[src/rtl/interlock_route_requester.sv]
// interlock_route_requester
//
// Drives the occupy request of one ring interlock section and interprets that
// section's permit. An operator route request becomes a timed handshake:
// raise the request, let neighbouring interlock logic settle, confirm the
// permit holds for a window, hold the grant for at least a minimum time, then
// drop the request behind a guard interval.
//
// Ports:
//   i_clk      system clock, rising edge
//   i_rst_n    asynchronous active-low reset
//   i_req      operator route request (level, 1 = want section)
//   i_cancel   abort / release request (level)
//   i_permit   interlock permit for this section (1 = no conflict)
//   o_req      occupy request to the interlock section
//   o_granted  route granted and held
//   o_denied   request refused or grant lost
//   o_busy     FSM not idle
//   o_state    FSM state code (debug)
//
// All outputs are registered and decoded from the next state, so nothing
// combinational reaches an output from an input.

module interlock_route_requester #(
    parameter int unsigned SETTLE_CYC  = 4,
    parameter int unsigned CONFIRM_CYC = 8,
    parameter int unsigned HOLD_MIN    = 16,
    parameter int unsigned CNT_W       = 16
) (
    input  logic       i_clk,
    input  logic       i_rst_n,
    input  logic       i_req,
    input  logic       i_cancel,
    input  logic       i_permit,
    output logic       o_req,
    output logic       o_granted,
    output logic       o_denied,
    output logic       o_busy,
    output logic [2:0] o_state
);

    typedef enum logic [2:0] {
        StIdle    = 3'd0,
        StAssert  = 3'd1,
        StConfirm = 3'd2,
        StGranted = 3'd3,
        StRelease = 3'd4,
        StDenied  = 3'd5
    } state_e;

    localparam logic [CNT_W-1:0] SettleLast  = CNT_W'(SETTLE_CYC - 1);
    localparam logic [CNT_W-1:0] ConfirmLast = CNT_W'(CONFIRM_CYC - 1);
    localparam logic [CNT_W-1:0] HoldLast    = CNT_W'(HOLD_MIN - 1);
    localparam logic [CNT_W-1:0] HoldSat     = CNT_W'(HOLD_MIN);
    localparam logic [CNT_W-1:0] CntOne      = CNT_W'(1);

    state_e           state_q, state_d;
    logic [CNT_W-1:0] cnt_q, cnt_d;
    logic             armed_q, armed_d;

    logic             req_d;
    logic             granted_d;
    logic             denied_d;
    logic             busy_d;
    logic             release_req;

    // Next-state and counter logic.
    always_comb begin
        state_d     = state_q;
        cnt_d       = cnt_q;
        armed_d     = armed_q;
        release_req = ~i_req | i_cancel;

        case (state_q)
            StIdle: begin
                // A request must be seen low in IDLE before it is accepted, so a
                // level held through reset or a previous session cannot restart.
                if (!i_req) begin
                    armed_d = 1'b1;
                end
                if (i_req && armed_q && !i_cancel) begin
                    state_d = StAssert;
                    cnt_d   = '0;
                    armed_d = 1'b0;
                end
            end

            StAssert: begin
                // Permit is not meaningful until the neighbours have settled.
                if (i_cancel) begin
                    state_d = StRelease;
                    cnt_d   = '0;
                end else if (cnt_q == SettleLast) begin
                    state_d = StConfirm;
                    cnt_d   = '0;
                end else begin
                    cnt_d = cnt_q + CntOne;
                end
            end

            StConfirm: begin
                if (release_req) begin
                    state_d = StRelease;
                    cnt_d   = '0;
                end else if (!i_permit) begin
                    state_d = StDenied;
                    cnt_d   = '0;
                end else if (cnt_q == ConfirmLast) begin
                    state_d = StGranted;
                    cnt_d   = '0;
                end else begin
                    cnt_d = cnt_q + CntOne;
                end
            end

            StGranted: begin
                if (cnt_q < HoldSat) begin
                    cnt_d = cnt_q + CntOne;
                end
                // Loss of permit wins over release; an early release is simply
                // re-evaluated each cycle until the hold time is met.
                if (!i_permit) begin
                    state_d = StDenied;
                    cnt_d   = '0;
                end else if (release_req && (cnt_q >= HoldLast)) begin
                    state_d = StRelease;
                    cnt_d   = '0;
                end
            end

            StRelease: begin
                if (cnt_q == SettleLast) begin
                    state_d = StIdle;
                    cnt_d   = '0;
                end else begin
                    cnt_d = cnt_q + CntOne;
                end
            end

            StDenied: begin
                if (!i_req) begin
                    state_d = StRelease;
                    cnt_d   = '0;
                end
            end

            default: begin
                // Unused codes recover to IDLE disarmed.
                state_d = StIdle;
                cnt_d   = '0;
                armed_d = 1'b0;
            end
        endcase
    end

    // Output decode from the next state.
    always_comb begin
        req_d     = 1'b0;
        granted_d = 1'b0;
        denied_d  = 1'b0;
        busy_d    = (state_d != StIdle);

        case (state_d)
            StAssert,
            StConfirm: begin
                req_d = 1'b1;
            end
            StGranted: begin
                req_d     = 1'b1;
                granted_d = 1'b1;
            end
            StDenied: begin
                denied_d = 1'b1;
            end
            default: begin
            end
        endcase
    end

    always_ff @(posedge i_clk or negedge i_rst_n) begin
        if (!i_rst_n) begin
            state_q   <= StIdle;
            cnt_q     <= '0;
            armed_q   <= 1'b0;
            o_req     <= 1'b0;
            o_granted <= 1'b0;
            o_denied  <= 1'b0;
            o_busy    <= 1'b0;
            o_state   <= 3'd0;
        end else begin
            state_q   <= state_d;
            cnt_q     <= cnt_d;
            armed_q   <= armed_d;
            o_req     <= req_d;
            o_granted <= granted_d;
            o_denied  <= denied_d;
            o_busy    <= busy_d;
            o_state   <= state_d;
        end
    end

endmodule
[config.mk]
export PLATFORM = sky130hd
export DESIGN_NAME = interlock_route_requester
export DESIGN_NICKNAME = d
export VERILOG_FILES = /design/src/rtl/interlock_route_requester.sv
export SDC_FILE = /design/constraint.sdc
export NUM_CORES = 1
export LEC_CHECK = 0
export ABC_CLOCK_PERIOD_IN_PS = 4330
export CAP_MARGIN = 10
export CORE_ASPECT_RATIO = 0.8
export CORE_MARGIN = 4
export CORE_UTILIZATION = 25
export CTS_CLUSTER_SIZE = 24
export DETAILED_ROUTE_END_ITERATION = 10
export MAX_ROUTING_LAYER = met4
export PLACE_DENSITY_LB_ADDON = 0.25
export SLEW_MARGIN = 25
export SYNTH_ARGS = -nofsm -noshare
export SYNTH_HDL_FRONTEND = slang
export SYNTH_SLANG_ARGS = --single-unit
export TNS_END_PERCENT = 10
[constraint.sdc]
create_clock -name i_clk -period 4.33 [get_ports i_clk]
set_input_delay 0.866 -clock i_clk [delete_from_list [all_inputs] [get_ports i_clk]]
set_output_delay 0.866 -clock i_clk [all_outputs]
set_load 0.02 [all_outputs]
==> results of run 1 <==
routing by layer:
layer	share of wire (%)	wire length [microns]	vias to the layer above
li1	-	-	654
met1	53	1879	607
met2	42	1468	25
met3	4.2	147	2
met4	0.65	23	0
met5	0	0	-
state kept, by name, summed over array words and instances (netlist names):
name / flops
o_granted: 1
cnt_q: 16
o_busy: 1
state_q: 3
armed_q: 1
o_req: 1
o_denied: 1
report_power, final:
| group | switching (mW) | leakage [nW] | internal (mW) |
|---|---|---|---|
| logic | 0.00860 | 0.336 | 0.00544 |
| clock network | 0.0776 | 0.0288 | 0.0813 |
| registers | 0.000418 | 0.308 | 0.224 |
| total | 0.0866 | 0.673 | 0.311 |
kinds of logic (layout without fill, tap and decap cells):
logic type               Yosys count  count (layout)
flip-flops                        24              24
multiplexers                       2               2
adder cells (fa/ha/maj)            1               1
AND/OR/NAND/NOR                   84              84
buffers and inverters             14              24
AO/OA/AOI/OAI                     45              45
through the flow:
| stage | utilization, % | setup WS (ns) |
|---|---|---|
| 6_report | 29.79 | 1.434 |
| 3_3_place_gp | 28.85 | 1.150 |
| 2_1_floorplan | - | 1.973 |
| 5_1_grt | 29.79 | 1.274 |
| 4_1_cts | 29.79 | 1.428 |
| 3_5_place_dp | 28.85 | 1.148 |
synth_stat cells (all sizes together) (2+ instances only):
library cell	instances	area share (%)
o21ai	15	5.0
nor2	18	5.0
nor3	9	3.0
or3	5	2.1
a22o	2	1.2
a21oi	6	2.0
nand2b	5	2.1
nor4b	2	1.6
nand4	3	1.2
o2bb2ai	2	1.2
and3b	2	1.2
nand2	13	3.2
nor4	4	3.5
inv	8	2.0
dfrtp	24	40
buf	5	2.2
a2111oi	2	2.0
nand3	11	4.0
o31ai	3	1.8
and3	2	0.83
and2	4	1.7
area by class of cell:
cell class	instances	area (sq um)
flip-flops and latches	24	600.6
inverters	8	30.03
fillers	660	4129
well taps	81	101.3
repair buffers	12	117.6
multi-input cells	132	847.1
clock buffers	4	55.05
path summary, 6_finish.rpt:
check / start / endpoint / slack (ns)
max in group asynchronous: i_rst_n / cnt_q[2] / 3.11
min reg2reg: cnt_q[1] / cnt_q[1] / 0.55
min in group asynchronous: i_rst_n / cnt_q[11] / 0.96
max: i_cancel / cnt_q[0] / 1.43
max reg2reg: cnt_q[14] / cnt_q[3] / 1.96
min: cnt_q[1] / cnt_q[1] / 0.55
tightest hold or removal path: cells and delay by family, from the launching register on:
family / cells / cell delay, ns
simple gates: 1 / 0.06
compound gates: 1 / 0.06
flops: 1 / 0.40
==> flow_summary.ini, run 1 <==
[setup_path]
crit_buf_inv = 1
worst_path_largest_cell_delay_ns = 0.56
worst-path-max-fanout = 9
crit_path_start_kind = input pin
worst-endpoint-required_ns = 4.49
crit_type = in2reg
worst-r2r-cell-count = 5
crit_path_cell_trace = clkdlybuf4s50_1 > and2b_1 > and4_1 > a2111oi_2 > o22a_2 > nor2_1 > mux2_2
crit_family = compound AO/OA/AOI/OAI gates
data_arrival_at_the_endpoint_of_the_critical_path_ns = 3.06
endpoint_kind = flop
slowest_stage_cell_on_the_critical_path = sky130_fd_sc_hd__clkdlybuf4s50_1
crit_cells = 7

[synth]
xor_xnor_fraction_of_synth_area_pct = 0
synth-simple-area-share_pct = 32.20
synth_mux_area_share_pct = 1.404
ys_dominant_reg_cell = sky130_fd_sc_hd__dfrtp_1
mappedNetlistNets = 176
synthArstFlopShare_pct = 100.0
synth_enable_flop_cells = 0
postSynthCellCount = 170
netlist_area_pre_place_sq_um = 1515
postSynthRegisterBits = 24
yosysSeqAreaShare_pct = 39.64
post_synth_adder_cell_area_pct = 0.8258
yosys.cell_types.count = 57
synthesized_area_fraction_occupied_by_ao_oa_aoi_and_oai_cells_pct = 21.47
synthesis_warning_total = 0
dominant_combinational_cell_family_by_area_after_synthesis = simple AND/OR/NAND/NOR gates
syn_avg_cell_area_sq_um = 8.913

[timing]
post-route-period-util_pct = 66.87
report.final.hold_viol_count = 0
fin_hold_ws_ns = 0.5484
timing.max_slew.rel_slack_pct = 42.69
worstMarginPinSlew_ns = 0.8597
max_slew_violation_total_from_the_final_report = 0
fmaxAchievable_mhz = 345.4
rsz0062_at_grt = no
setup_viol = 0
fin_crit_ns = 2.896
finClkSkew_ns = 0.001991
totalNegativeSetupSlack_ns = 0

[die]
core_region_sq_um = 5881
std_cell_rows = 25
initial_core_utilization_pct = 25.77
die_y_microns = 77.63
pin_count = 12
fp.dieW_microns = 95.04
dieArea_sq_um = 7378

[pwr]
vdd_drop_max_v = 0.0001211
power_leakage_nw = 0.6731
pwr_density_nw_per_um2 = 227.1
total_power_mw = 0.3978

[place]
globalplace.congestion = 0.7534
dp_hpwl_microns = 2479
dpl_cell_area_sq_um = 1697
buffer_ports.inserted = 11
dpl.cell_count = 257

[routing]
route.antenna.remaining_nets = 0
routed_wl_microns = 3519
vias = 1288
detail_route.first_pass.iterations = 4
post_drt_wl_per_cell_microns = 13.48
drt_via_density = 4.935
detail_route.iter0.violations = 73
post_detailed_route_drc_marker_count = 0

[global_route]
global_route.peak_usage_layer = met1
first_global_vias = 1252
maximum_number_of_pins_on_one_net_before_global_route_repair = 25
final_global_route_overflow_total = 0
grt_first_pass_wirelength_microns = 6196
groute.layer.met3.usage_pct = 2.616
grt_antenna_before_repair = 0
globalRouteMet1Util_pct = 16.06
grt_usage_pct = 10.74
global_route.usage.met2_pct = 14.78

[finish]
final_area_sq_um = 1752
syn2layout_area_growth_pct = 15.61
finalNonFillerCells = 261
layout.cells.most_common_list = sky130_fd_sc_hd__dfrtp_1 (24), sky130_fd_sc_hd__nor2_1 (17), sky130_fd_sc_hd__nand2_1 (13), sky130_fd_sc_hd__o21ai_0 (11), sky130_fd_sc_hd__clkdlybuf4s50_1 (11)
n_antenna_cell = 0
layout-drive-gt1-share_pct = 10.56
finish.net_count = 187
mostFrequentLayoutCell = sky130_fd_sc_hd__dfrtp_1

[clocking]
clk_pin_slew_worst_paths_ns = 0.09
post_cts.resized_instances = 0
clk_path_buf_depth = 2
clock-sinks = 24
cts_root_buffer = sky130_fd_sc_hd__clkbuf_8
worstSkewPairLatency_ns = 0.27
post_cts_buffers = 0
tritoncts = done
htree_levels = 1
ctsHoldBuffers = 0
total_clock_buffers_created_by_cts = 3

[min_path]
worst_hold_path.num_cells = 2
hold_path_class = reg2reg

[flow_run]
timing.max_cap.violations = 0

[run_status]
status = finished clean
(Power assumes the default switching activity.)
==> inputs of run 2 (changes only) <==
Settings changed: ABC_CLOCK_PERIOD_IN_PS 4330 to 2500.
Clock period 4.33 ns to 2.5 ns, I/O delays scaled along.
==> run 2 against run 1 <==
Clock power rose by 120%; critical path depth did not move; die area did not move; via count rose by 5.1%; largest cell class unchanged; worst setup slack got worse by 1.3 ns; register-to-register slack got worse by 1.8 ns; utilization rose by 2.3 points; worst hold slack improved by 0.0036 ns; total power rose by 93%; sequential cell count did not move; highest routed layer unchanged; global-route usage rose by 0.32 points.
==> flow_summary.ini, run 2 (synthesis results as in run 1) <==
[setup_path]
crit_type = in2reg
data_arrival_at_the_endpoint_of_the_critical_path_ns = 2.53
worst-endpoint-required_ns = 2.65
worst-path-max-fanout = 9
endpoint_kind = flop
setup.reg_to_reg.worst_slack_ns = 0.20
crit_path_start_kind = input pin

[routing]
route.met2.wl_microns = 1479
detailroute.wirelength.met3_microns = 89
drt_via_density = 4.888
routed_wl_microns = 3646
detail_route.iter0.violations = 90
detail_route.first_pass.iterations = 4
vias = 1354
post_drt_wl_per_cell_microns = 13.16
wl_met1_microns = 2057
route.antenna.remaining_nets = 0
post_detailed_route_drc_marker_count = 0
dr.max_layer_used = met4

[global_route]
first_global_vias = 1300
grt_first_pass_wirelength_microns = 6410
grt_antenna_before_repair = 0
grt_usage_pct = 11.06
maximum_number_of_pins_on_one_net_before_global_route_repair = 25
final_global_route_overflow_total = 0

[timing]
fmaxAchievable_mhz = 419.2
totalNegativeSetupSlack_ns = 0
report.final.hold_viol_count = 0
post-route-period-util_pct = 95.42
rsz0062_at_grt = yes
max_slew_violation_total_from_the_final_report = 0
setup_viol = 0
fin_crit_ns = 2.385
finClkSkew_ns = 0.005204
worstMarginPinSlew_ns = 0.4666
timing.max_slew.rel_slack_pct = 68.89
fin_hold_ws_ns = 0.5520

[die]
dieArea_sq_um = 7378
std_cell_rows = 25
core_region_sq_um = 5881
pin_count = 12
initial_core_utilization_pct = 25.77
fp.dieW_microns = 95.04
die_y_microns = 77.63

[finish]
regMostFlops = cnt_q
layout.cells.most_common_list = sky130_fd_sc_hd__dfrtp_1 (23), sky130_fd_sc_hd__nor2_1 (17), sky130_fd_sc_hd__buf_4 (17), sky130_fd_sc_hd__nand2_1 (13)
flip_flop_count_of_the_largest_register_all_copies_and_words_added = 16
fillCellCount = 641
finalCoreUtilization_pct = 32.13
finish.net_count = 203
n_antenna_cell = 0
multi_input_area_sq_um = 847.1
syn2layout_area_growth_pct = 24.69
final_area_sq_um = 1889
regArea_sq_um = 601.8
layout_top_registers = cnt_q: 16 flops, state_q: 3 flops
layout-drive-gt1-share_pct = 18.37
mostFrequentLayoutCell = sky130_fd_sc_hd__dfrtp_1

[pwr]
pwr_density_nw_per_um2 = 405.5
total_power_mw = 0.7661
power_leakage_nw = 0.7585
vdd_drop_max_v = 0.0002250

[clocking]
total_clock_buffers_created_by_cts = 3
htree_levels = 1
clk_path_buf_depth = 2
clk_pin_slew_worst_paths_ns = 0.09
clock-sinks = 24
ctsHoldBuffers = 0
post_cts_buffers = 0
cts_root_buffer = sky130_fd_sc_hd__clkbuf_8
post_cts.resized_instances = 0
worstSkewPairLatency_ns = 0.27
tritoncts = done

[place]
buffer_ports.inserted = 11
globalplace.congestion = 0.7980
dpl_cell_area_sq_um = 1817
dp_hpwl_microns = 2702

[run_status]
status = finished clean

[flow_run]
timing.max_cap.violations = 0

[min_path]
hold_path_class = reg2reg
## run 2: cell types whose count changed in the layout (fill, tap and decap cells not counted), sizes merged
cell | before | now
buf | 1 | 17
clkbuf | 4 | 3
bufinv | 0 | 1
## run 2: per-layer routing
metal / up-vias / global-route usage [%]
met5: - / -
met4: 0 / 1.729
met3: 2 / 2.326
met2: 11 / 14.78
met1: 656 / 17.15
li1: 685 / -
## run 2: final cells by class
cell class	count	area share (%)
multi-input combinational	132	44.83
sequential	24	31.85
timing repair buffer	28	12.58
tap	81	5.364
clock buffer	3	2.185
clock inverter	1	1.589
inverter	8	1.589
## run 2: through the flow
stage               worst slack, ns  instances
detailed placement          -0.1753        273
global placement            -0.1325        273
floorplan                    0.4222        170
global route               -0.02189        277
CTS                          0.1018        277
finish                       0.1146        277
## run 2: worst max-delay path, cell delays in order
cell                              delay (ns)
sky130_fd_sc_hd__clkdlybuf4s50_1        0.54
sky130_fd_sc_hd__and2b_1                0.21
sky130_fd_sc_hd__and4_1                 0.23
sky130_fd_sc_hd__a2111oi_2              0.41
sky130_fd_sc_hd__o22ai_1                0.23
sky130_fd_sc_hd__nor2_4                 0.28
sky130_fd_sc_hd__o21ai_0                0.13
## run 2: final timing paths
kind	end	startpoint	cells after the start
max	cnt_q[13]	i_cancel	7
max in group asynchronous	state_q[2]	i_rst_n	2
min in group asynchronous	armed_q	i_rst_n	2
min	cnt_q[1]	cnt_q[1]	2
min reg2reg	cnt_q[1]	cnt_q[1]	2
max reg2reg	cnt_q[12]	state_q[0]	7
## run 2: power by group
| part | switching (mW) | total [mW] | internal, mW |
|---|---|---|---|
| sequential | 0.000734 | 0.389 | 0.389 |
| clock | 0.132 | 0.347 | 0.214 |
| combinational | 0.0159 | 0.0303 | 0.0143 |
==> inputs of run 3 (changes only) <==
Settings changed: CAP_MARGIN 10 to default, CORE_UTILIZATION 25 to 50.
==> run 3 against run 2 <==
First-iteration DRC count grew 33%; critical path depth grew 1; wire length is 0.58% higher; non-clock buffer count decreased by 7; combinational power decreased by 4%; cell area fell by 5.7%; worst setup slack got worse by 0.031 ns; worst hold slack improved by 0.0066 ns; critical endpoint is now cnt_q[7].
==> flow_summary.ini, run 3 (synthesis results as in run 1) <==
[run_status]
status = finished clean

[die]
fp.dieW_microns = 69.55
std_cell_rows = 17
pin_count = 12
die_y_microns = 57.24
initial_core_utilization_pct = 53.56
dieArea_sq_um = 3980
core_region_sq_um = 2829

[setup_path]
worst-path-max-fanout = 9
worst-endpoint-required_ns = 2.66
data_arrival_at_the_endpoint_of_the_critical_path_ns = 2.58
crit_path_start_kind = input pin
endpoint_kind = flop
crit_type = in2reg

[routing]
vias = 1403
detail_route.iter0.violations = 120
drt_via_density = 6.181
routed_wl_microns = 3667
post_drt_wl_per_cell_microns = 16.15
detail_route.first_pass.iterations = 4
post_detailed_route_drc_marker_count = 0
route.antenna.remaining_nets = 0

[pwr]
sw_frac_of_total_pct = 19.06
pwr_density_nw_per_um2 = 427.3
switching_power_mw = 0.1451
share_seq_of_total_power_pct = 51.1
power.clock.fraction_pct = 45.1
power_report.internal_total_mw = 0.6162
total_power_mw = 0.7614
vdd_drop_max_v = 0.0003346
share_comb_of_total_power_pct = 3.8
power_leakage_nw = 0.7256

[finish]
layout-drive-gt1-share_pct = 14.81
layout_top_registers = cnt_q: 16 flops, state_q: 3 flops
regMostFlops = cnt_q
flip_flop_count_of_the_largest_register_all_copies_and_words_added = 16
layout.cells.most_common_list = sky130_fd_sc_hd__dfrtp_1 (24), sky130_fd_sc_hd__nor2_1 (17), sky130_fd_sc_hd__nand2_1 (13), sky130_fd_sc_hd__o21ai_0 (11), sky130_fd_sc_hd__clkdlybuf4s50_1 (11)
mostFrequentLayoutCell = sky130_fd_sc_hd__dfrtp_1
fillCellCount = 235
finish.net_count = 196
syn2layout_area_growth_pct = 17.59
n_antenna_cell = 0

[clocking]
htree_levels = 1
cts_root_buffer = sky130_fd_sc_hd__clkbuf_8
worstSkewPairLatency_ns = 0.27
total_clock_buffers_created_by_cts = 3
tritoncts = done
post_cts.resized_instances = 0
post_cts_buffers = 0
ctsHoldBuffers = 0
clk_pin_slew_worst_paths_ns = 0.09
clk_path_buf_depth = 2
clock-sinks = 24

[timing]
setup_viol = 0
max_slew_violation_total_from_the_final_report = 0
rsz0062_at_grt = no
fin_crit_ns = 2.416
fmaxAchievable_mhz = 413.9
totalNegativeSetupSlack_ns = 0
finClkSkew_ns = 0.007560
worstMarginPinSlew_ns = 0.5055
post-route-period-util_pct = 96.65
report.final.hold_viol_count = 0
timing.max_slew.rel_slack_pct = 66.30

[global_route]
first_global_vias = 1336
grt_antenna_before_repair = 0
maximum_number_of_pins_on_one_net_before_global_route_repair = 25
grt_first_pass_wirelength_microns = 6437
final_global_route_overflow_total = 0
grt_usage_pct = 20.62

[flow_run]
timing.max_cap.violations = 0

[min_path]
hold_path_class = reg2reg

[place]
buffer_ports.inserted = 11
globalplace.congestion = 0.9274
dp_hpwl_microns = 2698
[run 3: through the flow]
stage	setup WS (ns)	utilization [%]	instance area (sq um)	instances	hold WS (ns)
3_3_place_gp	0.002108	60.46	1710	223	0.5255
2_1_floorplan	0.4222	-	1515	170	0.2044
5_1_grt	0.02051	62.98	1782	227	0.5884
4_1_cts	0.1276	62.98	1782	227	0.5512
6_report	0.08374	62.98	1782	227	0.5586
3_5_place_dp	-0.1265	60.46	1710	223	0.5300
[run 3: power groups by stage]
| stage | Combinational [mW] | Clock (mW) | Sequential, mW |
|---|---|---|---|
| final | 0.0290 | 0.343 | 0.389 |
| after global routing | 0.0321 | 0.375 | 0.390 |
| after CTS | 0.0296 | 0.350 | 0.389 |
| after detailed placement | 0.0296 | 0 | 0.397 |
| after global placement | 0.0285 | 0 | 0.397 |
| after floorplan | 0.00533 | 0 | 0.397 |
[run 3: per-layer routing]
layer  routed length (microns)  GRT usage, %  vias up
met5                         0             -        -
met4                        84         6.964        0
met3                       215         5.106       13
met2                      1716         30.98       55
met1                      1651         27.30      664
li1                          -             -      671
[run 3: final timing paths]
kind                            cells after the start      start         end  slack [ns]
worst max-delay path                                8   i_cancel    cnt_q[7]        0.08
worst min-delay path                                2  cnt_q[15]   cnt_q[15]        0.56
worst max register to register                      5  cnt_q[14]    cnt_q[7]        0.20
worst min register to register                      2  cnt_q[15]   cnt_q[15]        0.56
max in group asynchronous                           2    i_rst_n  state_q[1]        1.68
min in group asynchronous                           2    i_rst_n     armed_q        0.57
[run 3: cell type report]
type / instances / area [sq um] / area share (%)
Sequential cell: 24 / 600.6 / 33.71
Clock buffer: 3 / 41.29 / 2.317
Tap cell: 38 / 47.55 / 2.669
Inverter: 8 / 30.03 / 1.685
Timing Repair Buffer: 21 / 185.2 / 10.39
Clock inverter: 1 / 30.03 / 1.685
Multi-Input combinational cell: 132 / 847.1 / 47.54
[run 3: worst max-delay path, cell delays in order]
cell and delay [ns]:
sky130_fd_sc_hd__clkdlybuf4s50_1 0.42, sky130_fd_sc_hd__buf_4 0.16, sky130_fd_sc_hd__nor4b_2 0.35, sky130_fd_sc_hd__o21a_1 0.18, sky130_fd_sc_hd__a2111oi_2 0.06, sky130_fd_sc_hd__o22ai_1 0.40
sky130_fd_sc_hd__nor2_4 0.13, sky130_fd_sc_hd__a2111oi_2 0.38
